===== config.mk =====
export PLATFORM = sky130hd
export DESIGN_NAME = pkt_serializer
export DESIGN_NICKNAME = d
export VERILOG_FILES = /design/src/rtl/pkt_ser_pkg.sv /design/src/rtl/pkt_ser_beat_sel.sv /design/src/rtl/pkt_serializer.sv
export SDC_FILE = /design/constraint.sdc
export NUM_CORES = 2
export LEC_CHECK = 0
export ABC_AREA = 0
export CAP_MARGIN = 20
export CORE_AREA = 2 2 419 421
export DETAILED_ROUTE_END_ITERATION = 16
export DIE_AREA = 0 0 421 423
export PLACE_DENSITY = 0.53
export RECOVER_POWER = 25
export SYNTH_ARGS = -nofsm -noshare
export SYNTH_HDL_FRONTEND = slang
export SYNTH_HIERARCHICAL = 1
export SYNTH_SLANG_ARGS = --single-unit

===== constraint.sdc =====
create_clock -name clk -period 3.5 [get_ports clk]
set_clock_uncertainty 0.15 [all_clocks]
set_input_delay 0.7 -clock clk [delete_from_list [all_inputs] [get_ports clk]]
set_output_delay 0.7 -clock clk [all_outputs]
set_load 0.05 [all_outputs]

===== src/rtl/pkt_ser_pkg.sv =====
// pkt_ser_pkg: FSM states and default parameters shared by the pkt_serializer slice
package pkt_ser_pkg;
  typedef enum logic {IDLE, SEND} state_t;
  localparam int DEF_DATA_WIDTH   = 8;
  localparam int DEF_BEATS_MAX    = 128;
  localparam int DEF_PRIORITY_BIT = 3;
  localparam int DEF_ADDR_BIT     = 16;
  localparam int DEF_RD_LEN       = 4;
endpackage


===== src/rtl/pkt_ser_beat_sel.sv =====
// pkt_ser_beat_sel: picks beat idx from a pack whose beat 0 sits in the MSBs
module pkt_ser_beat_sel #(
  parameter int DATA_WIDTH = 8,
  parameter int BEATS_MAX  = 128,
  localparam int PACK_BIT  = DATA_WIDTH * BEATS_MAX,
  localparam int LEN_BIT   = $clog2(BEATS_MAX + 1)
) (
  input  logic [PACK_BIT-1:0]   pack,
  input  logic [LEN_BIT-1:0]    idx,
  output logic [DATA_WIDTH-1:0] data
);
  assign data = pack[PACK_BIT - 1 - int'(idx) * DATA_WIDTH -: DATA_WIDTH];
endmodule


===== src/rtl/pkt_serializer.sv =====
// pkt_serializer: pack-to-beat serializer with sop/eop, rd/wr command pulses, optional stats under PKT_SER_STATS_EN
module pkt_serializer
  import pkt_ser_pkg::*;
#(
  parameter int DATA_WIDTH   = DEF_DATA_WIDTH,
  parameter int BEATS_MAX    = DEF_BEATS_MAX,
  parameter int PRIORITY_BIT = DEF_PRIORITY_BIT,
  parameter int ADDR_BIT     = DEF_ADDR_BIT,
  parameter int RD_LEN       = DEF_RD_LEN,
  localparam int PACK_BIT    = DATA_WIDTH * BEATS_MAX,
  localparam int LEN_BIT     = $clog2(BEATS_MAX + 1)
) (
  input  logic                    clk,
  input  logic                    rst,
  input  logic                    in_valid,
  output logic                    in_ready,
  input  logic [PACK_BIT-1:0]     in_pack,
  input  logic [LEN_BIT-1:0]      in_len,
  input  logic [PRIORITY_BIT-1:0] in_prior,
  input  logic [ADDR_BIT-1:0]     in_addr,
  output logic                    out_valid,
  input  logic                    out_ready,
  output logic [DATA_WIDTH-1:0]   out_data,
  output logic                    out_sop,
  output logic                    out_eop,
  output logic [PRIORITY_BIT-1:0] out_prior,
  output logic [ADDR_BIT-1:0]     out_addr,
  output logic                    wr_ena,
  output logic                    rd_ena,
  output logic                    err_len
`ifdef PKT_SER_STATS_EN
  ,
  output logic [31:0]             stat_pkts,
  output logic [15:0]             stat_drops
`endif
);
  state_t state, state_nx;
  logic [PACK_BIT-1:0] pack_q;
  logic [LEN_BIT-1:0] len_q, k;
  logic [DATA_WIDTH-1:0] beat;
  logic acc, len_ok, last, fire;
  assign acc       = in_valid & in_ready;
  assign len_ok    = (in_len != '0) && (in_len <= LEN_BIT'(BEATS_MAX));
  assign last      = (k == len_q - 1'b1);
  assign out_valid = (state == SEND);
  assign fire      = out_valid & out_ready;
  assign in_ready  = (state == IDLE) & ~rst;
  assign out_sop   = out_valid & (k == '0);
  assign out_eop   = out_valid & last;
  assign out_data  = out_valid ? beat : '0;
  pkt_ser_beat_sel #(.DATA_WIDTH(DATA_WIDTH), .BEATS_MAX(BEATS_MAX)) u_sel (
    .pack(pack_q),
    .idx (k),
    .data(beat)
  );
  always_ff @(posedge clk)
    state <= rst ? IDLE : state_nx;
  always_comb
    state_nx = (state == IDLE) ? ((acc && len_ok) ? SEND : IDLE) : ((fire && last) ? IDLE : SEND);
  always_ff @(posedge clk) begin
    if (rst) begin
      pack_q    <= '0;
      len_q     <= '0;
      k         <= '0;
      out_prior <= '0;
      out_addr  <= '0;
      wr_ena    <= 1'b0;
      rd_ena    <= 1'b0;
      err_len   <= 1'b0;
    end else begin
      wr_ena  <= fire && last && (len_q != LEN_BIT'(RD_LEN));
      rd_ena  <= fire && last && (len_q == LEN_BIT'(RD_LEN));
      err_len <= acc && !len_ok;
      if (acc && len_ok) begin
        pack_q    <= in_pack;
        len_q     <= in_len;
        k         <= '0;
        out_prior <= in_prior;
        out_addr  <= in_addr;
      end else if (fire) begin
        k <= k + 1'b1;
      end
    end
  end
`ifdef PKT_SER_STATS_EN
  always_ff @(posedge clk) begin
    if (rst) begin
      stat_pkts  <= '0;
      stat_drops <= '0;
    end else begin
      if (fire && last) stat_pkts <= stat_pkts + 32'd1;
      if (acc && !len_ok && !(&stat_drops)) stat_drops <= stat_drops + 16'd1;
    end
  end
`endif
endmodule


## Yosys cells after proc, flatten, opt, wreduce, memory -nomap -nowiden

Index checks and enable logic that the tools add are counted.

| cells by class | value |
|---|---|
| equality and inequality tests | 3 |
| order comparisons | 1 |
| add/sub/neg operators | 3 |
| bitwise logic cells | 7 |
| reduce and logical (&&, ||, !) cells | 10 |
| muxes and demuxes | 4 |
| shift operators | 1 |

Operators by type and width:

| kind | count |
|---|---|
| 1031-bit by 32-bit indexed part select with 8-bit output | 1 |
| 10-bit by 11-bit subtractor with 12-bit output, first input constant | 1 |
| 8-bit by 1-bit adder with 8-bit output, second input constant | 1 |
| 8-bit by 3-bit equality test with 1-bit output, second input constant | 1 |
| 8-bit equality test | 1 |
| 8-bit <= comparator, second input constant | 1 |
| 8-bit zero test | 1 |
| 8-bit two-way mux | 1 |
| 8-bit by 3-bit inequality test with 1-bit output, second input constant | 1 |
| 8-bit nonzero test | 1 |
| 8-bit by 1-bit subtractor with 8-bit output, second input constant | 1 |
| 1-bit logical AND | 6 |
| 1-bit bitwise AND | 5 |
| 1-bit two-way mux | 3 |
| 1-bit inverter | 2 |
| 2-bit OR reduction | 1 |
| 1-bit zero test | 1 |

| word-level totals | value |
|---|---|
| word-level logic and storage cells | 38 |
| register bits after elaboration | 1063 |
| input port bits | 1055 |

## Logic depth before layout (Yosys ltp)

| logic depth | value |
|---|---|
| depth in word-level cells | 6 |
| mapped depth | 11 |
| mapped depth without buffers | 8 |

## By module

Netlist, hierarchy kept.

Modules (own cells, without submodules):

| module | cells each | times used | area each (um^2) | sequential area each (um^2) |
|---|---|---|---|---|
| pkt_serializer | 4657 | 1 | 36841.6 | 21280.4 |
| pkt_ser_beat_sel | 734 | 1 | 8698.3 | 0.0 |

## Worst setup path before layout

Ideal clock, no wire load.

| timing path | value |
|---|---|
| path kind | reg2out |
| from | register state, in the netlist out_valid |
| to | output port out_sop |
| stages on the path, launching flop included | 4 |
| arrival | 2522 ps |
| slack | 128 ps |
| path through | dfxtp_1 > clkbuf_1 > nand2_1 > nor4_1 |

| on the way | value |
|---|---|
| word-level cells in the longest chain between the ends | 1 |

Ends and longest elaborated chain:

| element | line | RTL |
|---|---|---|
| start, declared | pkt_serializer.sv:37 | `state_t state, state_nx;` |
| start signal, assigned | pkt_serializer.sv:57 | `state <= rst ? IDLE : state_nx;` |
| 1-bit bitwise AND | pkt_serializer.sv:48 | `assign out_sop = out_valid & (k == '0);` |
| end, declared | pkt_serializer.sv:24 | `output logic out_sop,` |

Every way passes these cells.

## Final worst setup path

| timing path | value |
|---|---|
| from | register k[0] |
| to | output port out_data[1] |

| on the way | value |
|---|---|
| word-level cells in the longest chain between the ends | 3 |

Ends and longest elaborated chain:

| element | line | RTL |
|---|---|---|
| start, declared | pkt_serializer.sv:39 | `logic [LEN_BIT-1:0] len_q, k;` |
| start signal, assigned | pkt_serializer.sv:81 | `k <= k + 1'b1;` |
| 10-bit by 11-bit subtractor with 12-bit output | pkt_ser_beat_sel.sv:12 | `assign data = pack[PACK_BIT - 1 - int'(idx) * DATA_WIDTH -: DATA_WIDTH];` |
| 1031-bit by 32-bit indexed part select with 8-bit output | pkt_ser_beat_sel.sv:12 |  |
| via beat[1] | pkt_serializer.sv:40 | `logic [DATA_WIDTH-1:0] beat;` |
| 8-bit two-way mux | pkt_serializer.sv:50 | `assign out_data = out_valid ? beat : '0;` |
| end, declared | pkt_serializer.sv:23 | `output logic [DATA_WIDTH-1:0] out_data,` |

The timed path passes the listed nets, and every way through them passes these cells.

==> flow_summary.yaml <==
layout:
  num-fill-cells: 17643
  syn_to_final_growth_pct: 44.1
  drive_above_1_share_pct: 13.5
  final_common_cell: "nand2_1"
  final_nets: 7571
  layout_common_cells: "nand2_1 (2110), clkdlybuf4s50_1 (1074), a21oi_1 (1058), dfxtp_1 (1057), buf_4 (244)"
  final_util_pct: 37.9
power_and_ir_drop:
  combPwrFrac_pct: 10.9
  p_int_w: 0.0220
  p_switching_w: 0.00723
  vdd_ir_drop_max_v: 0.000430
  power.density_nw_per_um2: 445
  fin_total_pwr_w: 0.0292
  clkPwrFrac_pct: 45.5
  leakagePower_nw: 22.1
  p_seq_share_pct: 43.6
  sw_frac_of_total_pct: 24.7
timing:
  fin_crit_sh_pct: 128
  slew_viol_final: 0
  setup_viol: 269
  setup_ws_ns: -0.993
  fmaxAchievable_mhz: 223
  grt_setup_unrepaired: "true"
  max_slew_margin_pct: 18.6
  hold_violations: 0
  tightest_slew_ns: 1.22
  period_minus_slack_ns: 4.49
floorplanning:
  rows: 153
  initial_core_util_pct: 26.3
  die_w_um: 421
  die_y_um: 423
  coreArea_um2: 173000
  ioPinCount: 1089
  die-area_um2: 178000
synthesis:
  yosysTopAreaCell: "dfxtp_1"
  syn_area_um2: 45500
  synth_ff_type: "dfxtp_1"
  syn_nets: 6450
  seq_area_frac_synth_pct: 46.7
  yosys-top-cells-area: "dfxtp_1 (47%), nand2_1 (17%), a21oi_1 (12%)"
  ys_ff_latch: 1063
  synth_area_per_cell_um2: 8.45
  netlist.area_leader.share_pct: 46.7
  synthDistinctLibCells: 59
  async_flop_share_pct: 0
  yosysWarnings: 6
  syn_inst: 5391
  synth_edf_count: 0
clock_network:
  cts_tree: "built"
  cts-root-buf: "clkbuf_16"
  htree_num_levels: 3
  clockBufferDepth: 3
  clock_latency_ns: 0.77
  clk_pin_slew_ns: 0.06
  clock_sinks: 1063
  numCtsBuffers: 118
run_status:
  outcome: "finished, violations left"
  violations: "negative setup slack"
worst_setup_path:
  crit_top_cell: "buf_12"
  path_buf_inv: 4
  slowest_delay_ns: 0.69
  worstPathArrival_ns: 3.64
  path_cells: "buf_12 -> buf_12 -> mux4_1 -> nand3_1 -> a31oi_2 -> nor4_4 -> buf_4 -> o211ai_1 -> and2_4 -> buf_8"
  startpoint_type: "register"
  cp.required_ns: 2.65
  critPathKind: "reg -> out"
  slowest_stage: "mux4_1"
  crit_fanout: 7
  worst_setup_path_end_kind: "output pin"
  cp_top_family: "simple AND/OR/NAND/NOR gates"
global_routing:
  grt_antenna_before_repair: 67
  overflow: 0
  grt_usage_pct: 23.1
  grt_max_degree: 228
  grt_pass1_wl_mm: 301
  grt_pass1_vias: 42823
placed_design:
  portBuffers: 1088
  place_hpwl_mm: 167
  gp_congestion: 0.922
drt:
  routed_via_density: 4.83
  routed_wl_mm: 215
  detail_route.wl_per_cell_um: 24.0
  drtAntennaViolNets: 0
  drt-initial-drc-count: 3341
  firstDrtPassIters: 5
  post-route-drc-count: 0
  vias: 43350
worst_hold_path:
  min_path_type: "in -> reg"
flow_run:
  max_cap_violations: 0
[path summary, 6_finish.rpt]
| check | startpoint | to | slack [ns] | depth (start not counted) |
|---|---|---|---|---|
| worst max-delay path | k[0]$_SDFFE_PP0P_ | out_data[1] | -0.99 | 10 |
| worst min-delay path | rst | out_valid$_SDFF_PP0_ | 0.16 | 2 |
| worst max register to register | out_valid$_SDFF_PP0_ | pack_q[313]$_SDFFE_PP0P_ | 0.39 | 7 |
| worst min register to register | pack_q[271]$_SDFFE_PP0P_ | pack_q[271]$_SDFFE_PP0P_ | 0.30 | 2 |
[per-stage QoR]
| step | area [um2] | worst slack [ns] | hold slack [ns] | cells | TNS [ns] |
|---|---|---|---|---|---|
| finish | 65600 | -0.993 | 0.155 | 8976 | -27.25 |
| global route | 65600 | -1.11 | 0.140 | 8972 | -79.31 |
| CTS | 65200 | -1.15 | 0.0952 | 8911 | -8.28 |
| detailed placement | 60000 | -1.09 | 0.293 | 8658 | -15.11 |
| global placement | 60000 | -1.13 | 0.289 | 8658 | -16.63 |
| floorplan | 45500 | 0.128 | 0.282 | 5391 | 0 |
[repair_timing]
action,in CTS,in global routing
gates resized for setup,136,97
hold buffers,0,0
buffers inserted,29,29
cloned,4,1
endpoints found under the setup margin,10,10
pin swaps,24,39
[Yosys cell counts, types with 3 or more instances]
master,n
buf_4,25
buf_6,53
a31oi_1,11
a21oi_1,1069
mux4_1,33
inv_1,6
nor4_1,3
nand3_1,50
nor3_1,20
a21oi_2,10
a221oi_1,6
a22oi_1,87
o21ai_0,18
nor2_1,12
and4b_1,3
ha_1,4
xor2_1,10
a41oi_1,6
nand2_1,2111
mux2i_1,159
nand2_2,10
clkbuf_1,180
a211oi_1,7
clkbuf_4,5
mux4_2,167
nor2b_1,11
o22ai_1,6
buf_8,3
dfxtp_1,1063
buf_2,183
and2_1,10
xnor2_1,9
o221ai_1,6
[power by group through the flow]
stage / sequential [W] / clock [W] / combinational [W]
5_1_grt: 0.0128 / 0.0140 / 0.00340
2_1_floorplan: 0.0129 / 0 / 0.00123
3_3_place_gp: 0.0130 / 0 / 0.00309
3_5_place_dp: 0.0130 / 0 / 0.00311
4_1_cts: 0.0127 / 0.0136 / 0.00319
6_report: 0.0128 / 0.0133 / 0.00319
[cell families after synthesis]
group	count (synthesis)	synth area share [%]
compound gates	1234	14.4
xor+xnor	19	0.365
fa+ha+maj	4	0.110
buf+inv	459	5.50
flops	1063	46.7
mux	360	13.7
simple gates	2252	19.2
[flip-flops by register name, summed over array words and instances (netlist names)]
register,count
out_addr,16
rd_ena,1
out_prior,3
err_len,1
len_q,8
k,8
wr_ena,1
pack_q,1024
out_valid,1
[layout make-up]
cell class | count | area [um2] | share of cell area [%]
Antenna cell | 39 | 97.6 | 0.149
Clock buffer | 171 | 3490 | 5.32
Clock inverter | 49 | 706 | 1.08
Inverter | 6 | 22.5 | 0.0343
Multi-Input combinational cell | 3869 | 22400 | 34.1
Sequential cell | 1063 | 21300 | 32.5
Tap cell | 2325 | 2910 | 4.43
Timing Repair Buffer | 1454 | 14700 | 22.5
[metal layers]
layer	part of all wire, %	vias to the layer above	GRT usage (%)	wire, um
met5	0.036	-	0	78
met2	49	1494	39.4	105000
met1	41	20962	28.2	87500
met3	4.8	356	3.04	10300
met4	5.7	12	12.4	12300
li1	-	20526	-	-
(Power assumes the default switching activity.)
